--- config.mk ---
export PLATFORM = sky130hd
export DESIGN_NAME = pe_dot_sequencer_flat
export DESIGN_NICKNAME = d
export VERILOG_FILES = /design/src/rtl/pe_dot_sequencer_if.sv /design/src/rtl/pe_dot_sequencer.sv /design/src/flat_wrapper.sv
export SDC_FILE = /design/constraint.sdc
export NUM_CORES = 1
export LEC_CHECK = 0
export CAP_MARGIN = 25
export CORE_UTILIZATION = 43
export DETAILED_ROUTE_END_ITERATION = 10
export GPL_TIMING_DRIVEN = 0
export MAX_ROUTING_LAYER = met4
export PLACE_DENSITY = 0.83
export SYNTH_ARGS = -nofsm -noshare
export SYNTH_HDL_FRONTEND = slang
export SYNTH_SLANG_ARGS = --single-unit
--- constraint.sdc ---
create_clock -name clk -period 2.6 [get_ports clk]
set_clock_uncertainty 0.1 [all_clocks]
set_input_delay 0.26 -clock clk [delete_from_list [all_inputs] [get_ports clk]]
set_output_delay 0.26 -clock clk [all_outputs]
set_load 0.01 [all_outputs]
--- src/rtl/pe_dot_sequencer_if.sv ---
// Bundle of command, operand-stream, PE-drive and result signals for one pe_dot_sequencer.
// The master modport is the sequencer's view; slave is the surrounding buffers/PE/consumer.
interface pe_dot_sequencer_if #(
    parameter int unsigned LEN_W  = 8,
    parameter int unsigned DATA_W = 16
);
    logic              start;
    logic [LEN_W-1:0]  len;
    logic              busy;

    logic              in_valid;
    logic              in_ready;
    logic [DATA_W-1:0] in_wgt;
    logic [DATA_W-1:0] in_ipt;

    logic [DATA_W-1:0] pe_wgt;
    logic [DATA_W-1:0] pe_ipt;
    logic              pe_accum;
    logic [DATA_W-1:0] pe_result;

    logic              res_valid;
    logic              res_ready;
    logic [DATA_W-1:0] res_data;

    modport master (
        input  start, len, in_valid, in_wgt, in_ipt, pe_result, res_ready,
        output busy, in_ready, pe_wgt, pe_ipt, pe_accum, res_valid, res_data
    );

    modport slave (
        output start, len, in_valid, in_wgt, in_ipt, pe_result, res_ready,
        input  busy, in_ready, pe_wgt, pe_ipt, pe_accum, res_valid, res_data
    );
endinterface

--- src/rtl/pe_dot_sequencer.sv ---
// Streams N FP16 operand pairs into one MAC PE (clear on first, accumulate after),
// waits for the PE pipeline to drain, then returns the captured sum on a valid/ready port.
module pe_dot_sequencer #(
    parameter int unsigned LEN_W  = 8,
    parameter int unsigned DATA_W = 16
) (
    input logic                clk,
    input logic                rst,
    pe_dot_sequencer_if.master bus
);

    typedef enum logic [1:0] {
        StIdle,
        StFeed,
        StDrain,
        StOut
    } state_e;

    state_e             state_q, state_d;
    logic [LEN_W-1:0]   len_q, len_d;
    logic [LEN_W-1:0]   elem_cnt_q, elem_cnt_d;
    logic [1:0]         drain_cnt_q, drain_cnt_d;
    logic [DATA_W-1:0]  pe_wgt_q, pe_wgt_d;
    logic [DATA_W-1:0]  pe_ipt_q, pe_ipt_d;
    logic               pe_accum_q, pe_accum_d;
    logic               res_valid_q, res_valid_d;
    logic [DATA_W-1:0]  res_data_q, res_data_d;

    always_comb begin
        state_d     = state_q;
        len_d       = len_q;
        elem_cnt_d  = elem_cnt_q;
        drain_cnt_d = drain_cnt_q;
        res_valid_d = res_valid_q;
        res_data_d  = res_data_q;
        pe_wgt_d    = '0;
        pe_ipt_d    = '0;
        pe_accum_d  = 1'b0;

        unique case (state_q)
            StIdle: begin
                if (bus.start && (bus.len != '0)) begin
                    len_d      = bus.len;
                    elem_cnt_d = '0;
                    state_d    = StFeed;
                end
            end
            StFeed: begin
                // Bubbles feed 0*0 with accumulate so the PE holds its running sum.
                pe_accum_d = 1'b1;
                if (bus.in_valid) begin
                    pe_wgt_d   = bus.in_wgt;
                    pe_ipt_d   = bus.in_ipt;
                    pe_accum_d = (elem_cnt_q != '0);
                    elem_cnt_d = elem_cnt_q + LEN_W'(1);
                    if (elem_cnt_q == (len_q - LEN_W'(1))) begin
                        drain_cnt_d = 2'd2;
                        state_d     = StDrain;
                    end
                end
            end
            StDrain: begin
                // Three cycles cover the PE's product and sum registers.
                pe_accum_d = 1'b1;
                if (drain_cnt_q == 2'd0) begin
                    res_data_d  = bus.pe_result;
                    res_valid_d = 1'b1;
                    state_d     = StOut;
                end else begin
                    drain_cnt_d = drain_cnt_q - 2'd1;
                end
            end
            StOut: begin
                if (bus.res_ready) begin
                    res_valid_d = 1'b0;
                    state_d     = StIdle;
                end
            end
            default: begin
                state_d = StIdle;
            end
        endcase
    end

    always_ff @(posedge clk) begin
        if (rst) begin
            state_q     <= StIdle;
            len_q       <= '0;
            elem_cnt_q  <= '0;
            drain_cnt_q <= '0;
            pe_wgt_q    <= '0;
            pe_ipt_q    <= '0;
            pe_accum_q  <= 1'b0;
            res_valid_q <= 1'b0;
            res_data_q  <= '0;
        end else begin
            state_q     <= state_d;
            len_q       <= len_d;
            elem_cnt_q  <= elem_cnt_d;
            drain_cnt_q <= drain_cnt_d;
            pe_wgt_q    <= pe_wgt_d;
            pe_ipt_q    <= pe_ipt_d;
            pe_accum_q  <= pe_accum_d;
            res_valid_q <= res_valid_d;
            res_data_q  <= res_data_d;
        end
    end

    always_comb begin
        bus.busy      = (state_q != StIdle);
        bus.in_ready  = (state_q == StFeed);
        bus.pe_wgt    = pe_wgt_q;
        bus.pe_ipt    = pe_ipt_q;
        bus.pe_accum  = pe_accum_q;
        bus.res_valid = res_valid_q;
        bus.res_data  = res_data_q;
    end

endmodule

--- src/flat_wrapper.sv ---
// flat-port wrapper written by rule: the top's interface ports become plain ports
module pe_dot_sequencer_flat 
#(
    parameter int unsigned LEN_W  = 8,
    parameter int unsigned DATA_W = 16
)
  (clk, rst, bus_start, bus_len, bus_in_valid, bus_in_wgt, bus_in_ipt, bus_pe_result, bus_res_ready, bus_busy, bus_in_ready, bus_pe_wgt, bus_pe_ipt, bus_pe_accum, bus_res_valid, bus_res_data);
  pe_dot_sequencer_if #(.LEN_W(LEN_W), .DATA_W(DATA_W)) bus_i ();
  input logic clk;
  input logic rst;
  input wire logic [$bits(bus_i.start)-1:0] bus_start;
  input wire logic [$bits(bus_i.len)-1:0] bus_len;
  input wire logic [$bits(bus_i.in_valid)-1:0] bus_in_valid;
  input wire logic [$bits(bus_i.in_wgt)-1:0] bus_in_wgt;
  input wire logic [$bits(bus_i.in_ipt)-1:0] bus_in_ipt;
  input wire logic [$bits(bus_i.pe_result)-1:0] bus_pe_result;
  input wire logic [$bits(bus_i.res_ready)-1:0] bus_res_ready;
  output wire logic [$bits(bus_i.busy)-1:0] bus_busy;
  output wire logic [$bits(bus_i.in_ready)-1:0] bus_in_ready;
  output wire logic [$bits(bus_i.pe_wgt)-1:0] bus_pe_wgt;
  output wire logic [$bits(bus_i.pe_ipt)-1:0] bus_pe_ipt;
  output wire logic [$bits(bus_i.pe_accum)-1:0] bus_pe_accum;
  output wire logic [$bits(bus_i.res_valid)-1:0] bus_res_valid;
  output wire logic [$bits(bus_i.res_data)-1:0] bus_res_data;
  assign bus_i.start = bus_start;
  assign bus_i.len = bus_len;
  assign bus_i.in_valid = bus_in_valid;
  assign bus_i.in_wgt = bus_in_wgt;
  assign bus_i.in_ipt = bus_in_ipt;
  assign bus_i.pe_result = bus_pe_result;
  assign bus_i.res_ready = bus_res_ready;
  assign bus_busy = bus_i.busy;
  assign bus_in_ready = bus_i.in_ready;
  assign bus_pe_wgt = bus_i.pe_wgt;
  assign bus_pe_ipt = bus_i.pe_ipt;
  assign bus_pe_accum = bus_i.pe_accum;
  assign bus_res_valid = bus_i.res_valid;
  assign bus_res_data = bus_i.res_data;
  pe_dot_sequencer #(.LEN_W(LEN_W), .DATA_W(DATA_W)) u_core (.clk(clk), .rst(rst), .bus(bus_i));
endmodule
==> flow_summary_export.csv <==
group,metric,value,unit
finish,drive_above_1_share,9.69,%
clock_tree,clk_latency,0.33,ns
die,start_util,45.0,%
finish,fin_util,68.3,%
hold_path,min-delay-path-class,"primary input to flip-flop",
finish,syn2layout_area_growth,51.9,%
setup_path,critical-path-max-stage-delay,0.50,ns
route,wl_per_cell,13.5,um
clock_tree,ctsHoldBuffers,0,
sta,final.min_clock_period,2.48,ns
sta,setup_violations,0,
hold_path,whs_endpoint,"u_core.len_q[1]",
finish,mostFrequentLayoutCells,"111 x clkdlybuf4s50_1, 68 x dfxtp_1, 51 x nand2_1",
sta,worst_slack,0.124,ns
synthesis,syn_area,2890,um^2
place,pre_cts_slack,-0.106,ns
place,dp_hpwl,5.60,mm
setup_path,r2r_start,"u_core.len_q[1]",
synthesis,synth_flop_cell,"dfxtp_1",
synthesis,syn-mean-instance-area,8.97,um^2
synthesis,synth.distinct_cells,38,
setup_path,crit_family,"compound AO/OA/AOI/OAI gates",
die,rows,29,
status,status,"complete, no violations",
die,io_pins,113,
synthesis,ys.warnings.count,0,
place,gp_congestion,0.842,
finish,nets,518,
finish,diodes,0,
clock_tree,cts_sinks,70,
route,post-route-drc-count,0,
sta,tightest_slew,0.577,ns
setup_path,cp_num_buf_inv,2,
die,die_w,84.0,um
clock_tree,cts-root-buf,"clkbuf_8",
setup_path,path_class,"flip-flop to flip-flop",
flow_run,cap_violations,0,
synthesis,synth_seq_cells,70,
setup_path,end_kind,"flip-flop",
route,drtIter0Drc,80,
power,p_leak,1.62,nW
place,numPortBuffers,111,
power,peakVddDrop,0.400,mV
setup_path,reg2reg_slack,0.12,ns
route,viasPerCell,4.88,
clock_tree,numCtsBuffers,9,
clock_tree,cts_buffer_depth,2,
sta,fmax,0.404,GHz
setup_path,crit_arrival,2.59,ns
setup_path,cpMaxStageDelayCell,"a2111oi_4",
finish,final_common_cell,"clkdlybuf4s50_1",
die,die_y,84.0,um
synthesis,synth_top_area_share,48.5,%
clock_tree,cts_tree,"yes",
clock_tree,clkTransAtPathRegs,0.07,ns
sta,fin_crit_sh,95.2,%
setup_path,cp_data_required_time,2.71,ns
synthesis,syn_nets,391,
synthesis,ys_async_sr_fraction,0,%
sta,holdWs,0.199,ns
setup_path,worstPathMaxFanout,6,
setup_path,worst_setup_path_start_kind,"flip-flop",
route,antenna_left,0,
setup_path,path_cells,"inv_1, ha_2, buf_6, o21bai_4, a2111oi_4, a311oi_2, a2111oi_4, mux2i_1, o21ai_1",
sta,slew-limit-headroom,61.5,%
route,routed_wirelength,7.17,mm
power,cellPowerDensity,754,nW/um^2
hold_path,hold_depth,3,
global_route,antenna_found_initial,0,
synthesis,seq_area_frac_synth,48.5,%
sta,drv_slew,0,
global_route,grt_max_degree,13,
synthesis,synthTopCellsByArea,"dfxtp_1 49%, and2_1 7.4%, nand2_1 6.6%",
synthesis,synth_edf_count,0,
die,core,6420,um^2
die,die_area,7050,um^2
global_route,grt-ovfl-total,0,
setup_path,r2r_cells,9,
route,vias,2592,
global_route,grt_pass1_vias,2593,
global_route,grt_pass1_wl,11.9,mm
setup_path,crit_top_cell,"a2111oi_4",
synthesis,postSynthCellCount,322,
route,firstDrtPassIters,4,
hold_path,hold_start,"bus_start",
global_route,grt_util_all_layers,22.2,%
setup_path,r2r_end,"u_core.drain_cnt_q[1]",
sta,hold_viol_final,0,
synthesis,synth_top_area_cell,"dfxtp_1",
clock_tree,htree_levels,3,
-- flip-flops by register name (all words and copies together) (netlist names) --
register / flops
u_core.bus.pe_accum: 1
u_core.bus.pe_ipt: 16
u_core.bus.pe_wgt: 16
u_core.bus.res_data: 16
u_core.bus.res_valid: 1
u_core.drain_cnt_q: 2
u_core.elem_cnt_q: 8
u_core.len_q: 8
u_core.state_q: 2
-- kinds of logic after synthesis --
| family | Yosys count | synth area share [%] |
|---|---|---|
| flip-flops | 70 | 48.5 |
| multiplexers | 4 | 1.39 |
| adder cells (fa/ha/maj) | 8 | 3.47 |
| AO/OA/AOI/OAI | 51 | 12.0 |
| buffers and inverters | 31 | 4.94 |
| AND/OR/NAND/NOR | 142 | 24.8 |
| XOR/XNOR | 16 | 4.85 |
-- where the power goes --
group / switching [mW] / internal, mW / leakage (nW)
Combinational: 0.579 / 0.560 / 0.947
Sequential: 0.0837 / 1.19 / 0.568
Clock: 0.399 / 0.495 / 0.106
Total: 1.06 / 2.25 / 1.62
-- cells in the mapped netlist, types with 4 or more instances --
library cell / number
xor2_1: 10
a21oi_1: 30
nor3_1: 5
nor2_1: 18
ha_1: 8
nand2_1: 51
mux2i_1: 4
and2_1: 34
xnor2_1: 6
buf_4: 4
nand4_1: 5
dfxtp_1: 70
inv_1: 11
nand3_1: 12
clkbuf_1: 12
nand2b_1: 8
-- worst reg2reg max path: stages, from the launching register on --
cell,delay [ns]
dfxtp_2,0.40
inv_1,0.07
ha_2,0.17
buf_6,0.12
o21bai_4,0.17
a2111oi_4,0.32
a311oi_2,0.13
a2111oi_4,0.50
mux2i_1,0.28
o21ai_1,0.10
-- per-layer routing --
metal,routed length (um),share of wire [%],global-route usage [%]
met1,2870,40,24.0
met2,3700,52,38.7
met3,550,7.7,7.62
met4,45,0.63,5.96
met5,0,0,-
-- timing repair --
item	4_1_cts	5_1_grt
endpoints found under the setup margin	2	4
endpoints found under the hold margin	0	0
pin swaps	0	3
setup buffers	0	5
gates resized for setup	1	8
-- cell type report --
type / instances / area, um^2
fillers: 525 / 2030
flip-flops and latches: 70 / 1400
multi-input cells: 221 / 1380
repair buffers: 116 / 1150
clock buffers: 11 / 151
plain buffers: 20 / 108
well taps: 77 / 96.3
clock inverters: 5 / 56.3
inverters: 11 / 41.3
-- how the worst max path moves through the flow --
| stage | from | end | slack [ns] | depth (start not counted) |
|---|---|---|---|---|
| 4_1_cts | u_core.len_q[0] | u_core.drain_cnt_q[1] | 0.005 | 10 |
| 6_report | u_core.len_q[1] | u_core.drain_cnt_q[1] | 0.12 | 9 |
| 3_5_place_dp | u_core.len_q[0] | u_core.drain_cnt_q[1] | -0.11 | 10 |
| 3_3_place_gp | u_core.len_q[0] | u_core.drain_cnt_q[1] | 0.03 | 10 |
| 5_1_grt | u_core.len_q[1] | u_core.drain_cnt_q[1] | -0.02 | 9 |
| 2_1_floorplan | u_core.len_q[0] | u_core.drain_cnt_q[0] | 0.26 | 10 |
-- through the flow --
stage	power, mW	cell area [um^2]	setup TNS [ns]	std cells
after floorplan	1.95	2890	0	322
after global placement	2.34	4100	0	510
after detailed placement	2.37	4100	-0.136	510
after CTS	3.27	4320	0	526
after global routing	3.52	4390	-0.0150	531
final	3.31	4390	0	531
Note: power is estimated with default switching activity, not from simulation.
